[config.mk]
export PLATFORM = sky130hd
export DESIGN_NAME = fetch_unit_flat
export DESIGN_NICKNAME = d
export VERILOG_FILES = /design/src/rtl/fetch_if.sv /design/src/rtl/fetch_unit.sv /design/src/flat_wrapper.sv
export SDC_FILE = /design/constraint.sdc
export NUM_CORES = 1
export LEC_CHECK = 0
export ABC_AREA = 1
export BUFFER_PORTS_ARGS = -buffer_cell sky130_fd_sc_hd__buf_2
export CAP_MARGIN = 20
export CORE_UTILIZATION = 50
export CTS_BUF_LIST = sky130_fd_sc_hd__clkbuf_4 sky130_fd_sc_hd__clkbuf_8
export CTS_CLUSTER_SIZE = 28
export DETAILED_ROUTE_END_ITERATION = 8
export GPL_ROUTABILITY_DRIVEN = 0
export MAX_ROUTING_LAYER = met4
export PLACE_DENSITY = 0.91
export SLEW_MARGIN = 5
export SYNTH_ARGS = -nofsm -noshare
export SYNTH_HDL_FRONTEND = slang
export SYNTH_SLANG_ARGS = --single-unit
export TNS_END_PERCENT = 30
[constraint.sdc]
create_clock -name clk -period 2.79 [get_ports clk]
set_input_delay 0.1395 -clock clk [delete_from_list [all_inputs] [get_ports clk]]
set_output_delay 0.1395 -clock clk [all_outputs]
set_load 0.01 [all_outputs]
[src/rtl/fetch_if.sv]
// Instruction-memory request/response bus between the fetch stage and imem.
interface fetch_if;
  logic        imem_req;
  logic [31:0] imem_addr;
  logic [31:0] imem_rdata;
  logic        imem_ready;

  // fetch stage drives the request, memory answers
  modport master (output imem_req, output imem_addr, input imem_rdata, input imem_ready);
  modport slave  (input imem_req, input imem_addr, output imem_rdata, output imem_ready);
endinterface

[src/rtl/fetch_unit.sv]
// Instruction fetch stage: holds PC, fetches over req/ready, presents a
// stable Instr to decode and computes next PC from branch/jump decisions.
module fetch_unit #(
  parameter logic [31:0] RESET_PC     = 32'h0000_0000,
  // initial retire count; normally 0
  parameter logic [31:0] RESET_RETIRE = 32'h0000_0000
) (
  input  logic        clk,
  input  logic        rst_n,
  fetch_if.master     imem,
  output logic [31:0] Instr,
  output logic        instr_valid,
  output logic [31:0] PC,
  output logic [31:0] PcPlus4,
  input  logic        PCSrc,
  input  logic        Jump,
  input  logic        stall,
  output logic [31:0] retire_cnt
);

  typedef enum logic {FETCH = 1'b0, EXEC = 1'b1} state_e;

  state_e      state_q;
  logic [31:0] pc_q;
  logic [31:0] instr_q;
  logic [31:0] cnt_q;
  logic [31:0] pc_plus4;
  logic [31:0] br_off;
  logic [31:0] next_pc_d;

  assign pc_plus4 = pc_q + 32'd4;
  assign br_off   = {{14{instr_q[15]}}, instr_q[15:0], 2'b00};

  // next PC: jump has priority over a taken branch
  always_comb begin
    next_pc_d = pc_plus4;
    if (Jump)       next_pc_d = {pc_plus4[31:28], instr_q[25:0], 2'b00};
    else if (PCSrc) next_pc_d = pc_plus4 + br_off;
  end

  // FETCH/EXEC sequencing; PC and retire count move only on advance
  always_ff @(posedge clk or negedge rst_n) begin
    if (!rst_n) begin
      state_q <= FETCH;
      pc_q    <= RESET_PC;
      instr_q <= 32'h0;
      cnt_q   <= RESET_RETIRE;
    end else begin
      case (state_q)
        FETCH: begin
          if (imem.imem_ready) begin
            instr_q <= imem.imem_rdata;
            state_q <= EXEC;
          end
        end
        EXEC: begin
          if (!stall) begin
            pc_q    <= next_pc_d;
            cnt_q   <= cnt_q + 32'd1;
            state_q <= FETCH;
          end
        end
        default: state_q <= FETCH;
      endcase
    end
  end

  assign imem.imem_req  = (state_q == FETCH);
  assign imem.imem_addr = pc_q;
  assign instr_valid    = (state_q == EXEC);
  assign Instr          = instr_q;
  assign PC             = pc_q;
  assign PcPlus4        = pc_plus4;
  assign retire_cnt     = cnt_q;

endmodule

[src/flat_wrapper.sv]
// flat-port wrapper written by rule: the top's interface ports become plain ports
module fetch_unit_flat 
#(
  parameter logic [31:0] RESET_PC     = 32'h0000_0000,
                                     
  parameter logic [31:0] RESET_RETIRE = 32'h0000_0000
)
  (clk, rst_n, Instr, instr_valid, PC, PcPlus4, PCSrc, Jump, stall, retire_cnt, imem_imem_req, imem_imem_addr, imem_imem_rdata, imem_imem_ready);
  fetch_if imem_i ();
  input  logic clk;
  input  logic rst_n;
  output logic [31:0] Instr;
  output logic instr_valid;
  output logic [31:0] PC;
  output logic [31:0] PcPlus4;
  input  logic PCSrc;
  input  logic Jump;
  input  logic stall;
  output logic [31:0] retire_cnt;
  output wire logic [$bits(imem_i.imem_req)-1:0] imem_imem_req;
  output wire logic [$bits(imem_i.imem_addr)-1:0] imem_imem_addr;
  input wire logic [$bits(imem_i.imem_rdata)-1:0] imem_imem_rdata;
  input wire logic [$bits(imem_i.imem_ready)-1:0] imem_imem_ready;
  assign imem_imem_req = imem_i.imem_req;
  assign imem_imem_addr = imem_i.imem_addr;
  assign imem_i.imem_rdata = imem_imem_rdata;
  assign imem_i.imem_ready = imem_imem_ready;
  fetch_unit #(.RESET_PC(RESET_PC), .RESET_RETIRE(RESET_RETIRE)) u_core (.clk(clk), .rst_n(rst_n), .imem(imem_i), .Instr(Instr), .instr_valid(instr_valid), .PC(PC), .PcPlus4(PcPlus4), .PCSrc(PCSrc), .Jump(Jump), .stall(stall), .retire_cnt(retire_cnt));
endmodule
==> flow_metrics.env, run 1 <==
export IMPL_io_pins=200
export IMPL_place_area_sq_um=9880
export IMPL_synth_top_area_cell="dfrtp_1"
export IMPL_synth_cell_type_count=45
export IMPL_ys_seq_area_share_pct=29.9
export IMPL_first_error="[ERROR GRT-0232] Routing congestion too high. Check the congestion heatmap in the GUI."
export IMPL_htreeDepth=3
export IMPL_initial_core_util_pct=51.6
export IMPL_grtUsageTotal_pct=67.9
export IMPL_chipHeight_microns=128
export IMPL_synth_edf_count=0
export IMPL_status="stopped before the end"
export IMPL_grt_ovfl_total=3
export IMPL_io_buffers=193
export IMPL_dp_slack_ns=-0.276
export IMPL_synth_ff_type="dfrtp_1"
export IMPL_fp_dieW_microns=128
export IMPL_yosysMostFrequentCell="nand2_1"
export IMPL_avgSynthCellArea_sq_um=6.90
export IMPL_netlist_area_sq_um=7940
export IMPL_cts_max_path_buffers=2
export IMPL_haltStage="global routing (5_1_grt)"
export IMPL_synthArstFlopShare_pct=100
export IMPL_grt_max_degree=57
export IMPL_synthTopCellsByCount="nand2_1 (329), inv_1 (177), nor2_1 (99), dfrtp_1 (95)"
export IMPL_ys_warnings_count=0
export IMPL_rows=45
export IMPL_cts_root_buf="clkbuf_8"
export IMPL_syn_inst=1150
export IMPL_synthTopCellsByArea="dfrtp_1 (30%), nand2_1 (16%), inv_1 (8.4%)"
export IMPL_synth_seq_cells=95
export IMPL_worstEpCategory="register input"
export IMPL_cts_buffers=9
export IMPL_cts_sink_count=95
export IMPL_hpwl_microns=21600
export IMPL_synth_top_cell_area_share_pct=29.9
export IMPL_postGrtWorstEndpoint="u_core.PC[16]$_DFFE_PN0P_/D"
-- per-stage QoR --
| step | cells | hold slack, ns | TNS [ns] |
|---|---|---|---|
| CTS | 1692 | 0.0330 | -0.0294 |
| detailed placement | 1640 | 0.264 | -2.85 |
| global placement | 1640 | 0.256 | -1.06 |
| floorplan | 1155 | -0.156 | 0 |
-- logic make-up after synthesis --
kind of cell / Yosys count / share of synthesized area [%]
fa+ha+maj: 38 / 6.08
mux: 31 / 4.40
xor+xnor: 53 / 5.85
simple gates: 579 / 32.7
other cells: 1 / 0.0472
flops: 95 / 29.9
compound gates: 118 / 8.13
buf+inv: 235 / 12.8
-- layer usage --
layer  GRT overflow  GRT usage (%)
met5              -              -
met4              2           58.3
met3              0           54.8
met2              1           83.2
met1              0           67.0
-- timing repair --
item / CTS
endpoints found under the setup margin: 23
hold buffers: 33
gates resized for setup: 76
pin swaps: 15
setup buffers: 3
hold endpoints to repair: 87
==> inputs of run 2 (changes only) <==
--- a/config.mk
+++ b/config.mk
@@ -8,13 +8,10 @@
 export ABC_AREA = 1
 export BUFFER_PORTS_ARGS = -buffer_cell sky130_fd_sc_hd__buf_2
 export CAP_MARGIN = 20
-export CORE_UTILIZATION = 50
-export CTS_BUF_LIST = sky130_fd_sc_hd__clkbuf_4 sky130_fd_sc_hd__clkbuf_8
-export CTS_CLUSTER_SIZE = 28
+export CORE_UTILIZATION = 35
 export DETAILED_ROUTE_END_ITERATION = 8
 export GPL_ROUTABILITY_DRIVEN = 0
-export MAX_ROUTING_LAYER = met4
-export PLACE_DENSITY = 0.91
+export PLACE_DENSITY_LB_ADDON = 0.15
 export SLEW_MARGIN = 5
 export SYNTH_ARGS = -nofsm -noshare
 export SYNTH_HDL_FRONTEND = slang
==> constraint.sdc (replaced) <==
create_clock -name clk -period 3.6 [get_ports clk]
set_input_delay 0.18 -clock clk [delete_from_list [all_inputs] [get_ports clk]]
set_output_delay 0.18 -clock clk [all_outputs]
set_load 0.01 [all_outputs]
==> flow_metrics.env, run 2 <==
export IMPL_vias=7979
export IMPL_power_total_uw=7350
export IMPL_cts_max_path_buffers=2
export IMPL_synth_xor_area_share_pct=5.85
export IMPL_vias_per_cell=4.95
export IMPL_worstHoldPathType="in -> reg"
export IMPL_drtPass1Iterations=9
export IMPL_p_per_area_nw_per_um2=781
export IMPL_postRouteAntennaNets=0
export IMPL_synthSimpleGateAreaFrac_pct=32.7
export IMPL_final_max_slew_viol_count=0
export IMPL_worstRegToRegCells=18
export IMPL_critPathSlowestCell="dfrtp_1"
export IMPL_cp_end_kind="flop"
export IMPL_placedCellCount=1593
export IMPL_rr_startpoint="u_core.PC[3]$_DFFE_PN0P_"
export IMPL_initial_core_util_pct=36.0
export IMPL_post_synth_mux_area_share_pct=4.40
export IMPL_drt_wl_total_microns=27500
export IMPL_synth_ff_type="dfrtp_1"
export IMPL_synth_compound_area_share_pct=8.13
export IMPL_cts_sink_count=95
export IMPL_rsz0062_at_grt="no"
export IMPL_grtUsageTotal_pct=23.7
export IMPL_antenna_found_initial=0
export IMPL_hold_end="u_core.Instr[12]$_DFFE_PN0P_"
export IMPL_cts_buffers=9
export IMPL_drt_iter0_markers=549
export IMPL_area_growth_pct=18.6
export IMPL_critical_path_class="reg -> reg"
export IMPL_ir_worst_vdd_mv=0.397
export IMPL_drv_cap=0
export IMPL_avgSynthCellArea_sq_um=6.90
export IMPL_layoutNonFillerInstCount=1611
export IMPL_ys_seq_area_share_pct=29.9
export IMPL_synth_adder_area_share_pct=6.08
export IMPL_worst_r2r_setup_slack_ns=0.22
export IMPL_core_area_sq_um=22000
export IMPL_grt_ovfl_total=0
export IMPL_drt_wirelength_per_cell_microns=17.1
export IMPL_tightest_slew_ns=0.871
export IMPL_path_clk_slew_ns=0.08
export IMPL_crit_chain="ha_2, nand3_1, inv_1, nand3_1, xor2_1, inv_1, ha_1, nand2_1, nor2_1, and2_1, nand2_1, nand2_1, nand2_1, nand2_1, inv_1, nand2_1, nand3_1, a21oi_1"
export IMPL_htreeDepth=3
export IMPL_grt_pass1_wl_microns=42600
export IMPL_synthTopCellsByCount="nand2_1 (329), inv_1 (177), nor2_1 (99), dfrtp_1 (95)"
export IMPL_die_area_sq_um=23300
export IMPL_fin_crit_sh_pct=93.9
export IMPL_io_pins=200
export IMPL_final_common_cell="nand2_1"
export IMPL_r2r_end="u_core.PC[31]$_DFFE_PN0P_"
export IMPL_cts_tree="yes"
export IMPL_mostFrequentLayoutCells="nand2_1 (328), buf_2 (192), inv_1 (177)"
export IMPL_timing_fmax_ghz=0.296
export IMPL_violations="design-rule violations"
export IMPL_critPathArrivalTime_ns=3.67
export IMPL_synth_top_area_cell="dfrtp_1"
export IMPL_synth_top_family_by_area="simple AND/OR/NAND/NOR gates"
export IMPL_tns_ns=0
export IMPL_status="finished with violations"
export IMPL_chipHeight_microns=153
export IMPL_start_kind="flop"
export IMPL_synthTopCellsByArea="dfrtp_1 (30%), nand2_1 (16%), inv_1 (8.4%)"
export IMPL_rows=54
export IMPL_clock_latency_ns=0.36
export IMPL_finalHoldViolations=0
export IMPL_fin_crit_ns=3.38
export IMPL_setup_violations=0
export IMPL_num_nets_final=1402
export IMPL_drc=4
export IMPL_grt_pass1_vias=7573
export IMPL_yosysMostFrequentCell="nand2_1"
export IMPL_crit_required_ns=3.89
export IMPL_synth_top_cell_area_share_pct=29.9
export IMPL_slowest_delay_ns=0.42
export IMPL_diodes=0
export IMPL_fp_dieW_microns=153
export IMPL_crit_top_cell="nand2_1"
export IMPL_hpwl_microns=21900
export IMPL_syn_inst=1150
export IMPL_utilization_pct=42.7
export IMPL_netlist_area_sq_um=7940
export IMPL_cts_root_buf="clkbuf_16"
export IMPL_synth_seq_cells=95
export IMPL_synth_cell_type_count=45
export IMPL_synth_edf_count=0
export IMPL_crit_path_max_fanout=5
export IMPL_hold_path_cell_count=2
export IMPL_grt_max_degree=48
export IMPL_max_slew_margin_rel_pct=41.7
export IMPL_synthArstFlopShare_pct=100
export IMPL_power_leakage_uw=0.00516
export IMPL_ys_warnings_count=0
export IMPL_io_buffers=193
export IMPL_worstHoldStart="imem_imem_rdata[12]"
export IMPL_drive_above_1_share_pct=22.4
export IMPL_fin_skew_ns=0.00997
[run 2: cell counts after synthesis]
Identical to the previous run, type by type.
[run 2: final cells by class]
type	count	area (sq um)
Clock buffer	10	229
Tap cell	280	350
Clock inverter	6	63.8
Multi-Input combinational cell	825	4590
Timing Repair Buffer	213	1120
Sequential cell	95	2380
Inverter	182	683
Fill cell	2358	12600
[run 2: repair_timing]
action                                  4_1_cts  5_1_grt
buffers inserted                              0        1
hold buffers                                  1        0
endpoints found under the hold margin        45        0
gates resized for setup                       0        5
endpoints found under the setup margin        0       10
[run 2: how the worst max path moves through the flow]
stage,from,endpoint,slack [ns],depth (start not counted)
finish,u_core.PC[3]$_DFFE_PN0P_,u_core.PC[31]$_DFFE_PN0P_,0.22,18
global placement,u_core.PC[3]$_DFFE_PN0P_,u_core.PC[30]$_DFFE_PN0P_,0.21,20
detailed placement,u_core.PC[3]$_DFFE_PN0P_,u_core.PC[30]$_DFFE_PN0P_,0.14,20
global route,u_core.PC[7]$_DFFE_PN0P_,u_core.PC[27]$_DFFE_PN0P_,0.02,19
CTS,u_core.PC[3]$_DFFE_PN0P_,u_core.PC[30]$_DFFE_PN0P_,0.11,20
floorplan,u_core.PC[2]$_DFFE_PN0P_,u_core.PC[30]$_DFFE_PN0P_,0.70,20
[run 2: stage by stage]
| step | area, sq um | hold slack, ns | worst slack, ns |
|---|---|---|---|
| 2_1_floorplan | 7960 | -0.116 | 0.705 |
| 3_3_place_gp | 9080 | 0.261 | 0.209 |
| 3_5_place_dp | 9080 | 0.261 | 0.140 |
| 4_1_cts | 9380 | 0.0379 | 0.110 |
| 5_1_grt | 9410 | 0.0370 | 0.0205 |
| 6_report | 9410 | 0.0429 | 0.219 |
[run 2: cells by family after synthesis]
kind of cell,count (synthesis)
AOI/OAI and AO/OA,118
xor gates and xnor gates,53
buffers and inverters,235
other,1
DFF,95
and+or+nand+nor,579
adders and majority gates,38
muxes,31
[run 2: where the power goes]
| part | switching (uW) | total (uW) | internal [uW] |
|---|---|---|---|
| registers | 436 | 1750 | 1320 |
| clock network | 489 | 978 | 489 |
| logic | 2960 | 4620 | 1660 |
[run 2: per-layer routing]
metal	track usage [%]	share of wire, %	vias to the layer above
met1	33.6	48	3735
met4	7.70	2.3	0
li1	-	-	3962
met3	3.27	5.6	37
met2	37.2	44	245
met5	0	0	-
[run 2: worst max-delay path, delay by kind of cell (launching register included)]
kind	cells	cell delay, ns
and+or+nand+nor	11	1.64
xor gates and xnor gates	1	0.21
DFF	1	0.42
AOI/OAI and AO/OA	1	0.13
buffers and inverters	3	0.30
adders and majority gates	2	0.62
(Power assumes the default switching activity.)
==> inputs of run 3 (changes only) <==
--- a/config.mk
+++ b/config.mk
@@ -6,10 +6,10 @@
 export NUM_CORES = 1
 export LEC_CHECK = 0
 export ABC_AREA = 1
-export BUFFER_PORTS_ARGS = -buffer_cell sky130_fd_sc_hd__buf_2
 export CAP_MARGIN = 20
 export CORE_UTILIZATION = 35
 export DETAILED_ROUTE_END_ITERATION = 8
+export DONT_BUFFER_PORTS = 1
 export GPL_ROUTABILITY_DRIVEN = 0
 export PLACE_DENSITY_LB_ADDON = 0.15
 export SLEW_MARGIN = 5
==> constraint.sdc (replaced) <==
create_clock -name clk -period 3.6 [get_ports clk]
set_input_delay 0.54 -clock clk [delete_from_list [all_inputs] [get_ports clk]]
set_output_delay 0.54 -clock clk [all_outputs]
set_load 0.01 [all_outputs]
==> flow_metrics.env, run 3 (same netlist as run 2, synthesis figures left out) <==
export IMPL_mostFrequentLayoutCells="nand2_1 (328), inv_1 (177), nor2_1 (98)"
export IMPL_hpwl_microns=21600
export IMPL_timing_fmax_ghz=0.296
export IMPL_vias_per_cell=5.15
export IMPL_htreeDepth=3
export IMPL_ir_worst_vdd_mv=0.456
export IMPL_drt_wl_total_microns=27400
export IMPL_die_area_sq_um=23300
export IMPL_max_slew_margin_rel_pct=43.3
export IMPL_status="finished with violations"
export IMPL_io_buffers=0
export IMPL_p_int_uw=3300
export IMPL_cts_tree="yes"
export IMPL_wl_met1_microns=12500
export IMPL_p_per_area_nw_per_um2=824
export IMPL_num_nets_final=1233
export IMPL_grt_pass1_vias=7281
export IMPL_cts_sink_count=95
export IMPL_clock_latency_ns=0.36
export IMPL_cp_end_kind="flop"
export IMPL_post_cts_buffers=0
export IMPL_diodes=0
export IMPL_violations="design-rule violations"
export IMPL_cts_max_path_buffers=2
export IMPL_drt_wirelength_per_cell_microns=19.0
export IMPL_wl_met3_microns=2370
export IMPL_fp_dieW_microns=153
export IMPL_grt_max_degree=96
export IMPL_fin_skew_ns=0.0122
export IMPL_start_kind="flop"
export IMPL_topRoutingLayerUsed="met4"
export IMPL_grt_ovfl_total=0
export IMPL_design_area_sq_um=8630
export IMPL_area_growth_pct=8.72
export IMPL_postRouteAntennaNets=0
export IMPL_seqPwrFrac_pct=25.1
export IMPL_power_total_uw=7110
export IMPL_power_leakage_uw=0.00454
export IMPL_critical_path_class="reg -> reg"
export IMPL_vias=7429
export IMPL_drc=6
export IMPL_core_area_sq_um=22000
export IMPL_place_area_sq_um=8300
export IMPL_whs_ns=0.0596
export IMPL_rsz0062_at_grt="no"
export IMPL_rr_startpoint="u_core.PC[3]$_DFFE_PN0P_"
export IMPL_worstHoldPathType="in -> async"
export IMPL_tightest_slew_ns=0.847
export IMPL_grt_pass1_wl_microns=42200
export IMPL_fin_crit_sh_pct=93.8
export IMPL_drtPass1Iterations=8
export IMPL_setup_violations=0
export IMPL_chipHeight_microns=153
export IMPL_fin_crit_ns=3.38
export IMPL_cts_root_buf="clkbuf_16"
export IMPL_drt_iter0_markers=605
export IMPL_cts_buffers=9
export IMPL_finalHoldViolations=0
export IMPL_drv_cap=0
export IMPL_tns_ns=0
export IMPL_swShare_pct=53.6
export IMPL_grtUsageTotal_pct=23.8
export IMPL_rows=54
export IMPL_io_pins=200
export IMPL_wl_met2_microns=12000
export IMPL_final_max_slew_viol_count=0
export IMPL_critPathArrivalTime_ns=3.60
export IMPL_crit_required_ns=3.82
export IMPL_drive_above_1_share_pct=11.0
export IMPL_initial_core_util_pct=36.0
export IMPL_p_comb_share_pct=60.5
export IMPL_path_clk_slew_ns=0.07
export IMPL_fillCellCount=2371
export IMPL_crit_path_max_fanout=5
export IMPL_pwr_share_clk_pct=14.5
export IMPL_antenna_found_initial=0
export IMPL_p_switching_uw=3810
export IMPL_final_common_cell="nand2_1"
export IMPL_worstSetupStartpoint="u_core.PC[3]$_DFFE_PN0P_"
[run 3: cell count changes in the layout (fill, tap and decap cells not counted), moves of 2 or more]
cell,before,now
ha_1,35,37
buf_4,20,43
clkinv_2,0,2
inv_6,1,3
buf_2,192,0
[run 3: path summary, 6_finish.rpt]
check / end / slack (ns) / cells after the start
setup reg to reg: u_core.PC[19]$_DFFE_PN0P_ / 0.22 / 16
min in group clk: u_core.instr_valid$_DFF_PN0_ / 0.30 / 2
setup / recovery: u_core.PC[19]$_DFFE_PN0P_ / 0.22 / 16
hold reg to reg: u_core.retire_cnt[31]$_DFFE_PN0P_ / 0.54 / 1
max in group asynchronous: u_core.PC[28]$_DFFE_PN0P_ / 3.03 / 1
hold / removal: u_core.PC[5]$_DFFE_PN0P_ / 0.06 / 1
[run 3: repair_timing]
action | in CTS | in global routing
setup endpoints to repair | 0 | 9
gates resized for setup | 0 | 2
hold endpoints to repair | 95 | 0
hold buffers | 1 | 0
[run 3: per-stage QoR]
stage / setup slack, ns / std cells / util [%]
floorplan: 0.705 / 1155 / -
global placement: 0.189 / 1425 / 37.7
detailed placement: 0.205 / 1425 / 37.7
CTS: 0.195 / 1442 / 39.2
global route: 0.0192 / 1442 / 39.2
finish: 0.222 / 1442 / 39.2
[run 3: routing by layer]
metal / vias to the layer above / track usage, %
met1: 3494 / 32.5
li1: 3625 / -
met5: - / 0
met2: 278 / 36.8
met3: 32 / 5.80
met4: 0 / 7.50
[run 3: layout make-up]
class / instances / area, sq um / share of cell area (%)
Multi-Input combinational cell: 825 / 4570 / 52.9
Sequential cell: 95 / 2380 / 27.6
Inverter: 182 / 683 / 7.92
Tap cell: 280 / 350 / 4.06
Clock buffer: 9 / 225 / 2.61
Timing Repair Buffer: 44 / 350 / 4.06
Clock inverter: 7 / 77.6 / 0.899
[run 3: power by group through the flow]
stage	registers (uW)	logic (uW)	clock network, uW
floorplan	1770	3000	0
global placement	1800	4190	0
detailed placement	1800	4190	0
CTS	1780	4230	1050
global route	1830	4780	1080
finish	1780	4300	1030
[run 3: worst max-delay path, cell delays in order, from the launching register on]
cell and delay, ns:
dfrtp_1 0.36, buf_4 0.17, nand2_1 0.10, nor2_2 0.26, nand2_1 0.20, xor2_1 0.22
inv_1 0.13, ha_1 0.36, nand2_1 0.14, nor2_2 0.22, nand3_1 0.14, nand3_1 0.25
nand2_1 0.11, nand3_1 0.08, nand2_1 0.04, o21ai_0 0.35, a21oi_1 0.11
